$ cat src/rtl/popcount_window_detect_pkg.sv
// rtl/popcount_window_detect_pkg.sv - shared constants and helpers for the popcount window detector
package popcount_window_detect_pkg;

  typedef enum logic {
    MODE_INSIDE  = 1'b0,
    MODE_OUTSIDE = 1'b1
  } mode_e;

  localparam int DEFAULT_WIDTH   = 4;
  localparam int DEFAULT_HITS_W  = 8;
  localparam int DEFAULT_RUN_LEN = 3;

  // Smallest r with 2**r >= value; used to size counts that must hold 0..N.
  function automatic int clog2(input int value);
    int r;
    r = 0;
    for (int i = 0; i < 31; i++) begin
      if ((1 << i) < value) begin
        r = i + 1;
      end
    end
    return r;
  endfunction

endpackage

$ cat src/rtl/popcount_window_detect_if.sv
// rtl/popcount_window_detect_if.sv - sample stream in, window result out
interface popcount_window_detect_if
  import popcount_window_detect_pkg::*;
#(
  parameter int WIDTH = DEFAULT_WIDTH
);
  localparam int CNT_W = clog2(WIDTH + 1);

  logic             in_valid;
  logic [WIDTH-1:0] in_data;
  logic [CNT_W-1:0] lo;
  logic [CNT_W-1:0] hi;
  logic             mode;

  logic             out_valid;
  logic             out_match;
  logic [CNT_W-1:0] out_count;

  modport master (
    output in_valid, in_data, lo, hi, mode,
    input  out_valid, out_match, out_count
  );

  modport slave (
    input  in_valid, in_data, lo, hi, mode,
    output out_valid, out_match, out_count
  );

endinterface

$ cat src/rtl/popcount_window_detect_vec_popcount.sv
// rtl/popcount_window_detect_vec_popcount.sv - combinational population count
module vec_popcount
  import popcount_window_detect_pkg::*;
#(
  parameter int WIDTH = DEFAULT_WIDTH,
  localparam int CNT_W = clog2(WIDTH + 1)
) (
  input  logic [WIDTH-1:0] data_i,
  output logic [CNT_W-1:0] count_o
);

  always_comb begin
    count_o = '0;
    for (int i = 0; i < WIDTH; i++) begin
      count_o = count_o + CNT_W'(data_i[i]);
    end
  end

endmodule

$ cat src/rtl/popcount_window_detect.sv
// rtl/popcount_window_detect.sv - two-stage popcount window test with hit counter and run detector
module popcount_window_detect
  import popcount_window_detect_pkg::*;
#(
  parameter int WIDTH   = DEFAULT_WIDTH,
  parameter int HITS_W  = DEFAULT_HITS_W,
  parameter int RUN_LEN = DEFAULT_RUN_LEN
) (
  input  logic                  clk,
  input  logic                  rst_n,
  input  logic                  clr,
  popcount_window_detect_if.slave bus,
  output logic [HITS_W-1:0]     hit_count,
  output logic                  hit_sat,
  output logic                  run_det
);

  localparam int CNT_W = clog2(WIDTH + 1);
  localparam int RUN_W = clog2(RUN_LEN + 1);
  localparam logic [HITS_W-1:0] HITS_MAX   = '1;
  localparam logic [RUN_W-1:0]  RUN_TARGET = RUN_W'(RUN_LEN);

  logic [CNT_W-1:0] pop_count;

  logic             s1_valid_q;
  logic [CNT_W-1:0] s1_count_q;
  logic [CNT_W-1:0] s1_lo_q;
  logic [CNT_W-1:0] s1_hi_q;
  logic             s1_mode_q;

  logic             out_valid_q;
  logic             out_match_q;
  logic [CNT_W-1:0] out_count_q;

  logic             in_window;
  logic             match_d;

  logic [HITS_W-1:0] hit_count_q, hit_count_d;
  logic              hit_sat_q, hit_sat_d;
  logic [RUN_W-1:0]  streak_q, streak_d;
  logic              run_det_q, run_det_d;

  vec_popcount #(
    .WIDTH (WIDTH)
  ) u_popcount (
    .data_i  (bus.in_data),
    .count_o (pop_count)
  );

  // Stage 1: thresholds travel with the sample they were presented with.
  always_ff @(posedge clk) begin
    if (!rst_n) begin
      s1_valid_q <= 1'b0;
      s1_count_q <= '0;
      s1_lo_q    <= '0;
      s1_hi_q    <= '0;
      s1_mode_q  <= 1'b0;
    end else begin
      s1_valid_q <= bus.in_valid;
      if (bus.in_valid) begin
        s1_count_q <= pop_count;
        s1_lo_q    <= bus.lo;
        s1_hi_q    <= bus.hi;
        s1_mode_q  <= bus.mode;
      end
    end
  end

  // lo > hi naturally yields an empty window here.
  always_comb begin
    in_window = (s1_lo_q <= s1_count_q) && (s1_count_q <= s1_hi_q);
    match_d   = (s1_mode_q == 1'(MODE_OUTSIDE)) ? !in_window : in_window;
  end

  always_ff @(posedge clk) begin
    if (!rst_n) begin
      out_valid_q <= 1'b0;
      out_match_q <= 1'b0;
      out_count_q <= '0;
    end else begin
      out_valid_q <= s1_valid_q;
      if (s1_valid_q) begin
        out_match_q <= match_d;
        out_count_q <= s1_count_q;
      end
    end
  end

  // Tracking logic runs off the registered result, so clr aligns with out_valid.
  always_comb begin
    hit_count_d = hit_count_q;
    hit_sat_d   = hit_sat_q;
    streak_d    = streak_q;
    if (clr) begin
      hit_count_d = '0;
      hit_sat_d   = 1'b0;
      streak_d    = '0;
    end else if (out_valid_q) begin
      if (out_match_q) begin
        if (hit_count_q != HITS_MAX) begin
          hit_count_d = hit_count_q + 1'b1;
        end
        if (hit_count_d == HITS_MAX) begin
          hit_sat_d = 1'b1;
        end
        if (streak_q != RUN_TARGET) begin
          streak_d = streak_q + 1'b1;
        end
      end else begin
        streak_d = '0;
      end
    end
    run_det_d = !clr && (streak_d == RUN_TARGET);
  end

  always_ff @(posedge clk) begin
    if (!rst_n) begin
      hit_count_q <= '0;
      hit_sat_q   <= 1'b0;
      streak_q    <= '0;
      run_det_q   <= 1'b0;
    end else begin
      hit_count_q <= hit_count_d;
      hit_sat_q   <= hit_sat_d;
      streak_q    <= streak_d;
      run_det_q   <= run_det_d;
    end
  end

  assign bus.out_valid = out_valid_q;
  assign bus.out_match = out_match_q;
  assign bus.out_count = out_count_q;
  assign hit_count     = hit_count_q;
  assign hit_sat       = hit_sat_q;
  assign run_det       = run_det_q;

endmodule
$ cat src/flat_wrapper.sv
// flat-port wrapper written by rule: the top's interface ports become plain ports
module popcount_window_detect_flat import popcount_window_detect_pkg::*;
#(
  parameter int WIDTH   = DEFAULT_WIDTH,
  parameter int HITS_W  = DEFAULT_HITS_W,
  parameter int RUN_LEN = DEFAULT_RUN_LEN
)
  (clk, rst_n, clr, hit_count, hit_sat, run_det, bus_in_valid, bus_in_data, bus_lo, bus_hi, bus_mode, bus_out_valid, bus_out_match, bus_out_count);
  popcount_window_detect_if #(.WIDTH(WIDTH)) bus_i ();
  input  logic clk;
  input  logic rst_n;
  input  logic clr;
  output logic [HITS_W-1:0] hit_count;
  output logic hit_sat;
  output logic run_det;
  input wire logic [$bits(bus_i.in_valid)-1:0] bus_in_valid;
  input wire logic [$bits(bus_i.in_data)-1:0] bus_in_data;
  input wire logic [$bits(bus_i.lo)-1:0] bus_lo;
  input wire logic [$bits(bus_i.hi)-1:0] bus_hi;
  input wire logic [$bits(bus_i.mode)-1:0] bus_mode;
  output wire logic [$bits(bus_i.out_valid)-1:0] bus_out_valid;
  output wire logic [$bits(bus_i.out_match)-1:0] bus_out_match;
  output wire logic [$bits(bus_i.out_count)-1:0] bus_out_count;
  assign bus_i.in_valid = bus_in_valid;
  assign bus_i.in_data = bus_in_data;
  assign bus_i.lo = bus_lo;
  assign bus_i.hi = bus_hi;
  assign bus_i.mode = bus_mode;
  assign bus_out_valid = bus_i.out_valid;
  assign bus_out_match = bus_i.out_match;
  assign bus_out_count = bus_i.out_count;
  popcount_window_detect #(.WIDTH(WIDTH), .HITS_W(HITS_W), .RUN_LEN(RUN_LEN)) u_core (.clk(clk), .rst_n(rst_n), .clr(clr), .bus(bus_i), .hit_count(hit_count), .hit_sat(hit_sat), .run_det(run_det));
endmodule
$ cat config.mk
export PLATFORM = sky130hd
export DESIGN_NAME = popcount_window_detect_flat
export DESIGN_NICKNAME = d
export VERILOG_FILES = /design/src/rtl/popcount_window_detect_pkg.sv /design/src/rtl/popcount_window_detect_if.sv /design/src/rtl/popcount_window_detect_vec_popcount.sv /design/src/rtl/popcount_window_detect.sv /design/src/flat_wrapper.sv
export SDC_FILE = /design/constraint.sdc
export NUM_CORES = 1
export LEC_CHECK = 0
export CAP_MARGIN = 20
export CORE_MARGIN = 5
export CORE_UTILIZATION = 56
export CTS_BUF_LIST = sky130_fd_sc_hd__clkbuf_4 sky130_fd_sc_hd__clkbuf_8
export DETAILED_ROUTE_END_ITERATION = 8
export GPL_TIMING_DRIVEN = 0
export PLACE_DENSITY = 0.87
export SLEW_MARGIN = 20
export SYNTH_ARGS = -nofsm -noshare
export SYNTH_HDL_FRONTEND = slang
export SYNTH_SLANG_ARGS = --single-unit
$ cat constraint.sdc
create_clock -name clk -period 2.53 [get_ports clk]
set_input_delay 0.506 -clock clk [delete_from_list [all_inputs] [get_ports clk]]
set_output_delay 0.506 -clock clk [all_outputs]
set_load 0.02 [all_outputs]
**After elaboration in Yosys (flattened, before gate mapping)**

Index checks and enable logic that the tools add are counted.

- Logic and storage cells: 40
- Bits in registers: 28

- Reductions and logical operators: 7
- Eq/ne operators: 4
- Order comparisons: 2
- Mux-type cells: 9
- Bitwise operators: 1
- Add/subtract/negate cells: 5

Operator list:

| cell | count |
|---|---|
| $mux 8 | 4 |
| $add 8x1->8 const B | 1 |
| $eq 8x8->1 const B | 1 |
| $mux 2 | 4 |
| $ne 8x8->1 const B | 1 |
| $le 3x3->1 | 2 |
| $add 2x1->3 | 1 |
| $add 3x1->3 | 1 |
| $reduce_and 3->1 | 1 |
| $add 1x1->2 | 1 |
| $add 2x1->2 const B | 1 |
| $eq 2x2->1 const B | 1 |
| $logic_and 1x1->1 | 2 |
| $logic_not 1->1 | 2 |
| $ne 2x2->1 const B | 1 |
| $reduce_and 2->1 | 1 |
| $reduce_or 2->1 | 1 |
| $mux 1 | 1 |
| $not 1->1 | 1 |

**Longest topological paths before layout**

- Depth after elaboration: 7
- Depth in mapped cells: 7

**Hierarchy**

A second synthesis with hierarchy kept.

- Cell total of the unflattened synthesis: 150
- Area total of the unflattened synthesis: 1,380.1 um2

By module, submodules not included:

| module | seq. area each (um2) | area each (um2) | cells each | times used |
|---|---|---|---|---|
| popcount_window_detect | 560.5 | 1,316.3 | 142 | 1 |
| vec_popcount | 0.0 | 63.8 | 8 | 1 |

**Worst setup path before layout**

Ideal clock, no wire load.

- Path type: input -> register
- Start: in bus_in_data[0]
- End: reg u_core.s1_count_q[1]
- Data required time: 2.414 ns
- Path slack: 0.725 ns
- Arrival: 1.689 ns
- Stages on the path: 7
- Path through: inv_1 fa_1 inv_1 ha_1 ha_1 mux2i_1 nor2b_1

- Longest elaborated chain between the ends: 3

Ends and longest elaborated chain:

| element | line | text |
|---|---|---|
| start, declared | flat_wrapper.sv:17 | `input wire logic [$bits(bus_i.in_data)-1:0] bus_in_data;` |
| $add 1x1->2 | popcount_window_detect_vec_popcount.sv:15 | `count_o = count_o + CNT_W'(data_i[i]);` |
| $add 2x1->3 | popcount_window_detect_vec_popcount.sv:15 |  |
| $add 3x1->3 | popcount_window_detect_vec_popcount.sv:15 |  |
| net u_core.pop_count[1] | popcount_window_detect.sv:23 | `logic [CNT_W-1:0] pop_count;` |
| end signal, assigned | popcount_window_detect.sv:61 | `s1_count_q <= pop_count;` |
| end, declared | popcount_window_detect.sv:26 | `logic [CNT_W-1:0] s1_count_q;` |

The timed path passes the listed nets, and every way through them passes these cells.
A chain may end at the register's enable or synchronous reset.

**Worst setup path in the final report**

- Start: reg u_core.hit_count_q[0], in the netlist u_core.hit_count[0]
- End: out hit_count[0]

RTL lines:

| element | line | text |
|---|---|---|
| start, declared | popcount_window_detect.sv:38 | `logic [HITS_W-1:0] hit_count_q, hit_count_d;` |
| start signal, assigned | popcount_window_detect.sv:123 | `hit_count_q <= hit_count_d;` |
| end, declared | flat_wrapper.sv:13 | `output logic [HITS_W-1:0] hit_count;` |

No word-level cell between the ends.

==> flow_summary.ini <==
[detailed_routing]
drt_iter0_drc = 62
routed_wl_um = 3220
vias = 1230
wl_per_cell_um = 14.7
antenna_left = 0
first_pass_iters = 4
routed_via_density = 5.59
drc = 0

[cells_and_area]
area_delta_synth_final_pct = 25.5
drive_gt1_frac = 0.0421
finalInstanceArea_um2 = 1790
multi_input_area_um2 = 792
fin_cells = 220
finalNetCount = 216
seqCellArea_um2 = 561
fill_cells = 176
diodes = 0

[critical_path]
reg2reg_slack_ps = 760
reg2reg_depth = 5
arrival_ps = 1500
r2r-end = u_core.hit_count[1]$_SDFFE_PP0P_
cp-end-kind = output port
r2r-start = u_core.hit_count[0]$_SDFFE_PP0P_
criticalPathCategory = register to output port
path_cells = clkdlybuf4s50_1
worstPathBufferInverterCount = 1
max_stage_delay_ps = 660
cp-start-kind = register
crit_slowest_cell = clkdlybuf4s50_1
cp.required_ps = 2020
critical-path-top-delay-family = buffers and inverters
cp_max_fo = 8

[floorplanning]
core-area_um2 = 2450
die-area_um2 = 3650
die_y_um = 60.4
die-width_um = 60.4
io_pins = 30
row_count = 18
start_util = 0.581

[placement]
dp.cells = 216
dp_hpwl_um = 2500
io_buffers = 29
placed_cell_area_um2 = 1750
place.gp.congestion = 0.807

[min_path]
hold_end = u_core.run_det$_SDFF_PN0_
hold_start = u_core.streak_q[1]$_SDFF_PN0_
hold-path-cell-count = 2
hp-class = register to register

[synthesis]
synth_cells = 157
yosys_most_used_dff = dfxtp_1
async_flop_share = 0
synth.avg_cell_area_um2 = 9.08
syn_area_um2 = 1430
yosysWarnings = 0
synth_nets = 182
synth_area_leaders = dfxtp_1 (39%), mux2i_1 (11%), ha_1 (7.9%)
synth.distinct_cells = 32
synth-edff-count = 0
yosys.area.top_type = dfxtp_1
netlist.area_leader.share = 0.393
yosysMostFrequentCell = dfxtp_1
yosysSeqAreaShare = 0.393
synth_commonest_cells = dfxtp_1 (28), nor2b_1 (17), inv_1 (16)
ys_ff_latch = 28

[cts]
clockBufferDepth = 2
hold_buffers = 0
root_buffer = clkbuf_4
h-tree-depth = 1
postCtsSetupBuffers = 0
clkTransAtPathRegs_ps = 150
numCtsBuffers = 3
cts.sinks = 28
cts_resized = 0
clk_latency_ps = 330
tritoncts = built

[sta]
finalCritPeriodShare = 0.794
min_period_ps = 2010
hold_viol = 0
fmax_ghz = 0.498
rsz0062_at_grt = false
slew-limit-headroom = 0.731
setup_violations = 0
slew_viol_final = 0
skew_ps = 6.69
tns_ps = 0
worstMarginPinSlew_ps = 402
hold_ws_ps = 474

[power_and_ir_drop]
leakagePower_nw = 0.710
ir_drop_mv = 0.349
pwr_density_cell_nw_per_um2 = 457

[grt]
overflow = 0
grtUsageTotal = 0.193
grt_pass1_vias = 1205
antenna_found_initial = 0
grt_max_degree = 16
grt_pass1_wl_um = 5280

[job]
drv_cap = 0

[status]
status = completed
flip-flops by register name, summed over array words and instances, names as in the netlist, 2 cells and up:
name / count
u_core.s1_count_q: 3
u_core.s1_hi_q: 3
u_core.bus.out_count: 3
u_core.s1_lo_q: 3
u_core.streak_q: 2
u_core.hit_count: 8
layer usage:
layer / wire length (um) / GRT usage / up-vias
met5: 0 / 0 / -
met1: 1320 / 0.225 / 572
li1: - / - / 614
met3: 156 / 0.0340 / 6
met4: 47 / 0.0774 / 0
met2: 1700 / 0.347 / 38
where the power goes:
| part | leakage (nW) | switching [W] | internal, W |
|---|---|---|---|
| clock network | 0.0210 | 0.000134 | 0.0000882 |
| registers | 0.228 | 0.0000131 | 0.000456 |
| logic | 0.461 | 0.0000590 | 0.0000674 |
cell families after synthesis:
kind of cell | share of synthesized area
AND/OR/NAND/NOR | 0.239
flip-flops | 0.393
AO/OA/AOI/OAI | 0.106
buffers and inverters | 0.0509
multiplexers | 0.105
adder cells (fa/ha/maj) | 0.0931
XOR/XNOR | 0.0123
cell usage in the layout (no fill, tap or decap), drive strengths merged:
cell type,count
a211oi,1
a21oi,4
a31oi,3
a32o,1
a32oi,3
and2,4
and3,3
and4,1
buf,1
clkbuf,6
clkdlybuf4s50,29
dfxtp,28
fa,1
ha,9
inv,16
mux2i,15
nand2,8
nand2b,2
nand3,8
nand4,2
nor2,8
nor2b,17
nor3,2
o211a,1
o21ai,10
o32ai,1
or3,2
or3b,1
or4b,1
xor2,2
per-stage QoR:
stage	total power (W)	worst slack, ps	utilization
3_3_place_gp	0.000592	229	0.714
5_1_grt	0.000857	431	0.729
6_report	0.000818	521	0.729
3_5_place_dp	0.000602	153	0.714
2_1_floorplan	0.000549	725	-
4_1_cts	0.000822	506	0.729
layout make-up:
| type | instances | area share |
|---|---|---|
| Inverter | 16 | 0.0336 |
| Timing Repair Buffer | 29 | 0.162 |
| Multi-Input combinational cell | 110 | 0.443 |
| Clock buffer | 4 | 0.0203 |
| Tap cell | 30 | 0.0210 |
| Sequential cell | 28 | 0.313 |
| Buffer | 3 | 0.00699 |
how the worst max path moves through the flow:
stage | startpoint | to | slack (ps) | cells past startpoint
global placement | bus_in_data[0] | u_core.s1_count_q[1]$_SDFFE_PN0P_ | 230 | 8
CTS | u_core.hit_count[5]$_SDFFE_PP0P_ | hit_count[5] | 510 | 1
detailed placement | bus_in_data[0] | u_core.s1_count_q[1]$_SDFFE_PN0P_ | 150 | 8
global route | u_core.hit_count[5]$_SDFFE_PP0P_ | hit_count[5] | 430 | 1
floorplan | bus_in_data[0] | u_core.s1_count_q[1]$_SDFFE_PN0P_ | 730 | 7
finish | u_core.hit_count[0]$_SDFFE_PP0P_ | hit_count[0] | 520 | 1
(Power assumes the default switching activity.)
